### src/rtl/bram_req_ctrl_pkg.sv
// Shared types for the block-RAM request controller: size encodings and the
// response FIFO entry layout.
package bram_req_ctrl_pkg;

    localparam logic [1:0] SZ_B = 2'd0;
    localparam logic [1:0] SZ_H = 2'd1;
    localparam logic [1:0] SZ_W = 2'd2;

    localparam int NUM_LANES = 4;

    typedef struct packed {
        logic [31:0] rdata;
        logic        err;
    } rsp_entry_t;

endpackage

### src/rtl/bram_rsp_fifo.sv
// In-order circular response buffer with occupancy count; head is presented
// combinationally and reads as zero while empty.
module bram_rsp_fifo #(
    parameter int DEPTH = 3,
    parameter int WIDTH = 33
) (
    input  logic                       clk,
    input  logic                       reset,
    input  logic                       wr_en,
    input  logic [WIDTH-1:0]           wr_data,
    input  logic                       rd_en,
    output logic [WIDTH-1:0]           rd_data,
    output logic                       empty,
    output logic [$clog2(DEPTH+1)-1:0] count
);
    localparam int PW = (DEPTH > 1) ? $clog2(DEPTH) : 1;

    logic [WIDTH-1:0] mem [DEPTH];
    logic [PW-1:0]    wr_ptr, rd_ptr;

    function automatic logic [PW-1:0] ptr_inc(input logic [PW-1:0] p);
        return (p == PW'(DEPTH - 1)) ? '0 : p + 1'b1;
    endfunction

    always_ff @(posedge clk) begin
        if (wr_en) mem[wr_ptr] <= wr_data;
    end

    always_ff @(posedge clk) begin
        if (reset) begin
            wr_ptr <= '0;
            rd_ptr <= '0;
            count  <= '0;
        end else begin
            if (wr_en) wr_ptr <= ptr_inc(wr_ptr);
            if (rd_en) rd_ptr <= ptr_inc(rd_ptr);
            case ({wr_en, rd_en})
                2'b10:   count <= count + 1'b1;
                2'b01:   count <= count - 1'b1;
                default: ;
            endcase
        end
    end

    assign empty   = (count == '0);
    assign rd_data = empty ? '0 : mem[rd_ptr];

endmodule

### src/rtl/bram_req_ctrl.sv
// Load/store front end for a byte-enabled single-port BRAM: checks each request,
// drives the RAM port on accept and returns one in-order response per request.
module bram_req_ctrl
    import bram_req_ctrl_pkg::*;
#(
    parameter int          ADDR_W    = 11,
    parameter logic [31:0] BASE_ADDR = 32'h0000_0000,
    parameter int          RSP_DEPTH = 3
) (
    input  logic              clk,
    input  logic              reset,
    input  logic              req_valid,
    output logic              req_ready,
    input  logic              req_wr,
    input  logic [1:0]        req_size,
    input  logic [31:0]       req_addr,
    input  logic [31:0]       req_wdata,
    output logic              rsp_valid,
    input  logic              rsp_ready,
    output logic [31:0]       rsp_rdata,
    output logic              rsp_err,
    output logic              mem_ce,
    output logic              mem_oce,
    output logic              mem_wre,
    output logic [ADDR_W-1:0] mem_ad,
    output logic [31:0]       mem_din,
    output logic [3:0]        mem_byte_en,
    input  logic [31:0]       mem_dout
);
    localparam int CW = $clog2(RSP_DEPTH + 1);

    logic [CW-1:0] count;
    logic [CW:0]   occ;
    logic [31:0]   offset;
    logic          accept, req_err;
    logic          pending, pend_load, pend_err;
    logic          fifo_empty, deq;
    rsp_entry_t    enq_entry, head;

    // BASE_ADDR is window-aligned, so offset[1:0] equals the request's byte lane.
    assign offset = req_addr - BASE_ADDR;

    always_comb begin
        req_err = 1'b0;
        case (req_size)
            SZ_B:    req_err = 1'b0;
            SZ_H:    req_err = offset[0];
            SZ_W:    req_err = |offset[1:0];
            default: req_err = 1'b1;
        endcase
        if (|offset[31:ADDR_W+2]) req_err = 1'b1;
    end

    // Credit check uses only registered state so req_ready has no path from rsp_ready.
    assign occ       = {1'b0, count} + (CW+1)'(pending);
    assign req_ready = !reset && (occ < (CW+1)'(RSP_DEPTH));
    assign accept    = req_valid && req_ready;

    assign mem_oce = 1'b1;

    always_comb begin
        mem_ce      = 1'b0;
        mem_wre     = 1'b0;
        mem_ad      = '0;
        mem_din     = '0;
        mem_byte_en = '0;
        if (accept && !req_err) begin
            mem_ce  = 1'b1;
            mem_wre = req_wr;
            mem_ad  = offset[ADDR_W+1:2];
            case (req_size)
                SZ_B: begin
                    mem_din     = {NUM_LANES{req_wdata[7:0]}};
                    mem_byte_en = 4'b0001 << offset[1:0];
                end
                SZ_H: begin
                    mem_din     = {(NUM_LANES/2){req_wdata[15:0]}};
                    mem_byte_en = 4'b0011 << offset[1:0];
                end
                default: begin
                    mem_din     = req_wdata;
                    mem_byte_en = 4'b1111;
                end
            endcase
            if (!req_wr) mem_byte_en = 4'b0000;
        end
    end

    always_ff @(posedge clk) begin
        if (reset) begin
            pending   <= 1'b0;
            pend_load <= 1'b0;
            pend_err  <= 1'b0;
        end else begin
            pending   <= accept;
            pend_load <= accept && !req_wr;
            pend_err  <= accept && req_err;
        end
    end

    // RAM data is only meaningful for a clean load issued last cycle.
    assign enq_entry.rdata = (pending && pend_load && !pend_err) ? mem_dout : 32'h0;
    assign enq_entry.err   = pend_err;

    assign rsp_valid = !fifo_empty;
    assign deq       = rsp_valid && rsp_ready;

    bram_rsp_fifo #(
        .DEPTH (RSP_DEPTH),
        .WIDTH ($bits(rsp_entry_t))
    ) u_rsp_fifo (
        .clk     (clk),
        .reset   (reset),
        .wr_en   (pending),
        .wr_data (enq_entry),
        .rd_en   (deq),
        .rd_data (head),
        .empty   (fifo_empty),
        .count   (count)
    );

    assign rsp_rdata = head.rdata;
    assign rsp_err   = head.err;

endmodule

### config.mk
export PLATFORM = sky130hd
export DESIGN_NAME = bram_req_ctrl
export DESIGN_NICKNAME = d
export VERILOG_FILES = /design/src/rtl/bram_req_ctrl_pkg.sv /design/src/rtl/bram_rsp_fifo.sv /design/src/rtl/bram_req_ctrl.sv
export SDC_FILE = /design/constraint.sdc
export NUM_CORES = 1
export LEC_CHECK = 0
export CAP_MARGIN = 20
export CORE_MARGIN = 2
export CORE_UTILIZATION = 30
export CTS_BUF_LIST = sky130_fd_sc_hd__clkbuf_4
export CTS_CLUSTER_DIAMETER = 30
export CTS_CLUSTER_SIZE = 40
export DETAILED_ROUTE_END_ITERATION = 12
export DONT_BUFFER_PORTS = 1
export MAX_ROUTING_LAYER = met4
export SYNTH_ARGS = -nofsm -noshare
export SYNTH_HDL_FRONTEND = slang
export SYNTH_HIERARCHICAL = 1
export SYNTH_SLANG_ARGS = --single-unit
### constraint.sdc
create_clock -name clk -period 9.1 [get_ports clk]
set_input_delay 1.82 -clock clk [delete_from_list [all_inputs] [get_ports clk]]
set_output_delay 1.82 -clock clk [all_outputs]
set_load 0.03 [all_outputs]
==> summary.txt <==
Critical path
  • Worst R2R Path Depth: 5
  • Crit path kind: primary input to output pin
  • Worst Setup Start Kind: primary input
  • CP max FO: 28
  • CP endpoint kind: output pin
  • Arrival time at the worst endpoint: 3.52 ns
  • R2r setup slk: 6.81 ns
  • Critical Path RT: 7.28 ns
  • R2r startpoint: u_rsp_fifo/count[0]
  • R2R Path End: u_rsp_fifo/count[1]

Power and ir drop
  • Worst VDD drop: 82.1 uV
  • Overall power: 1.28 mW
  • Register share of total power: approximately 47%
  • Static Leak: about 1.9 nW
  • Comb power frac: about a third
  • Net Sw Power: 0.464 mW
  • Switch share: 36.4%
  • Power per cell area: 206 nW/um^2
  • Clk pwr share: 21.5%
  • Pint: around 0.8 mW

Synth
  • Cell count after synthesis: 441
  • Post-synthesis register bit count: 110
  • Synth top area share: 51.5%
  • Post-synth EDFFs: 99
  • Yosys top cell by area: edfxtp_1
  • Most frequent cell after synthesis: edfxtp_1
  • Syn_area_per_cell: around 13 sq um
  • Synth warnings: 6
  • Sequential area share after synthesis: between 50% and 60%
  • Synth unique cells: 38
  • Synth top area cells: edfxtp_1 51%, mux2i_1 9.9%, mux2_4 7.8%
  • Mapped Area: a little under 6000 sq um
  • Ys flop type: edfxtp_1
  • Async SR Flop Fraction: 0%
  • Syn Nets: 547
  • Commonest cells in the netlist: 99 x edfxtp_1, 57 x mux2i_1, 41 x nor2_1

Routing
  • Vias after detailed routing: 3402
  • Drt pass-1 iters: 4
  • DRT antenna net count: 0
  • Residual DRC count: 0
  • Avg WL per Cell: 18.8 um
  • Vias per inst: 4.92
  • WL final: 13.0 mm
  • DR iter-0 viols: 187

GRT
  • GRT Total Usage: between 10% and 20%
  • First-pass GRT wire length: 19.0 mm
  • Antenna violations before repair: 1
  • Largest net degree at the start of global routing: between 50 and 60
  • Grt ovf: 0
  • Number of global-route vias before repair: 3512

Timing
  • RSZ-0062 raised after global routing: false
  • Rel. slew slack: 29.8%
  • Fin. Hold Viols: 0
  • Clock Skews: 0.0314 ns
  • Minimum period implied by the final worst setup slack: 5.34 ns
  • Final Cycle Share: 58.7%
  • Max Fclk: 187 MHz
  • Setup TNS: 0 ns
  • Worst Tran Pin Value: between 1 and 1.5 ns
  • Pins over their slew limit: 0
  • Setup Viol. Count Final: 0

Clocking
  • Num CTS Buffers: 9
  • CTS Buffer Depth: 2
  • TritonCTS clock tree: done
  • CTS clk-pin slew, worst paths: 0.15 ns
  • Post-cts resize count: 0
  • Worst-skew pair later-pin latency: roughly 0.47 ns
  • Clk root buf: clkbuf_4
  • H-Tree Level Count: 3
  • # hold bufs at CTS: 0
  • Setup bufs post-CTS: 0
  • Clock sinks: 110

Die
  • Chip Height: between 100 and 150 um
  • Std cell rows: 50
  • Core Area: roughly 19000 sq um
  • Initial core utilization: a little under a third
  • Die Wd: between 100 and 150 um
  • IO Count: 188
  • Die area: 20400 sq um

Place
  • Post-detail-place hpwl: 9.06 mm
  • Final RePlAce weighted congestion: around 0.8
  • IO buf count: 0

Status
  • Status: finished, final reports clean

Flow run
  • Max-cap violations: 0

Final layout
  • Synth-to-Final Area Change: 7.08%
  • Total Nets Final: ~530
  • Share of layout cells above drive strength 1: 22.8%

Hold path
  • Worst Hold Path Cells: 2
  • Hold path start: u_rsp_fifo/rd_ptr[1]
  • Worst min path class: flip-flop to flip-flop
area by class of cell:
class | count | area [sq um]
well taps | 260 | 325
clock inverters | 6 | 93.8
clock buffers | 10 | 75.1
fillers | 1862 | 12600
multi-input cells | 291 | 2380
diodes | 1 | 2.50
inverters | 4 | 15.0
repair buffers | 9 | 100
flip-flops and latches | 110 | 3200
worst max-delay path by stage:
stage / from / end / cells past startpoint
after floorplan: reset / mem_ad[1] / 4
after global placement: req_addr[13] / mem_ce / 4
after detailed placement: reset / mem_byte_en[1] / 5
after CTS: reset / mem_byte_en[1] / 5
after global routing: reset / mem_byte_en[1] / 5
final: reset / mem_byte_en[1] / 5
cell families (layout without fill, tap and decap cells):
family	after synthesis	in the layout	synth area share, %
mux	90	90	18.3
fa+ha+maj	3	3	0.650
flops	110	110	55.3
xor+xnor	2	2	0.303
other cells	1	2	0.0649
compound gates	19	19	2.04
simple gates	176	176	19.2
buf+inv	40	29	4.18
metrics by stage:
stage | cells | hold slack, ns | util (%) | area (sq um) | worst slack (ns)
detailed placement | 673 | 0.490 | 31.8 | 5990 | 3.75
global placement | 672 | 0.466 | 31.7 | 5970 | 3.78
global route | 691 | 0.544 | 32.9 | 6190 | 3.67
finish | 691 | 0.510 | 32.9 | 6190 | 3.76
floorplan | 441 | 0.444 | - | 5780 | 3.93
CTS | 689 | 0.501 | 32.7 | 6160 | 3.75
flip-flops by register name, summed over array words and instances (netlist names), named ones only:
name,count
pending,1
u_rsp_fifo/rd_ptr,2
pend_load,1
u_rsp_fifo/mem,99
u_rsp_fifo/count,2
u_rsp_fifo/wr_ptr,2
pend_err,1
critical path: stages:
cell and delay (ns):
a211oi_4 0.13, buf_4 0.32, nand2_1 0.17, buf_4 0.28, nor4_2 0.77
layer usage:
layer  vias to the layer above  wire length (um)  share of wire (%)  track usage, %
li1                       1595                 -                  -               -
met1                      1622              4860                 37            12.7
met2                       161              6730                 52            23.0
met3                        24               937                7.2            3.09
met4                         0               458                3.5            6.20
met5                         -                 0                  0               -
placed cells by master, fill, tap and decap left out, types with 7 or more instances in the layout:
| master | count |
|---|---|
| nor2_1 | 38 |
| clkbuf_4 | 10 |
| nor4_2 | 20 |
| nand3_1 | 21 |
| buf_4 | 7 |
| nand2_1 | 13 |
| edfxtp_1 | 99 |
| dfxtp_1 | 9 |
| and2_1 | 32 |
| nor3_1 | 23 |
| nor4b_2 | 8 |
| mux2_4 | 30 |
| o21ai_0 | 10 |
| mux2i_1 | 57 |
power groups by stage:
stage | Sequential (mW) | Clock, mW | Combinational [mW]
after CTS | 0.597 | 0.283 | 0.415
after global routing | 0.600 | 0.300 | 0.435
after global placement | 0.609 | 0 | 0.404
after floorplan | 0.596 | 0 | 0.375
after detailed placement | 0.609 | 0 | 0.414
final | 0.596 | 0.275 | 0.406
Note: power is estimated with default switching activity, not from simulation.
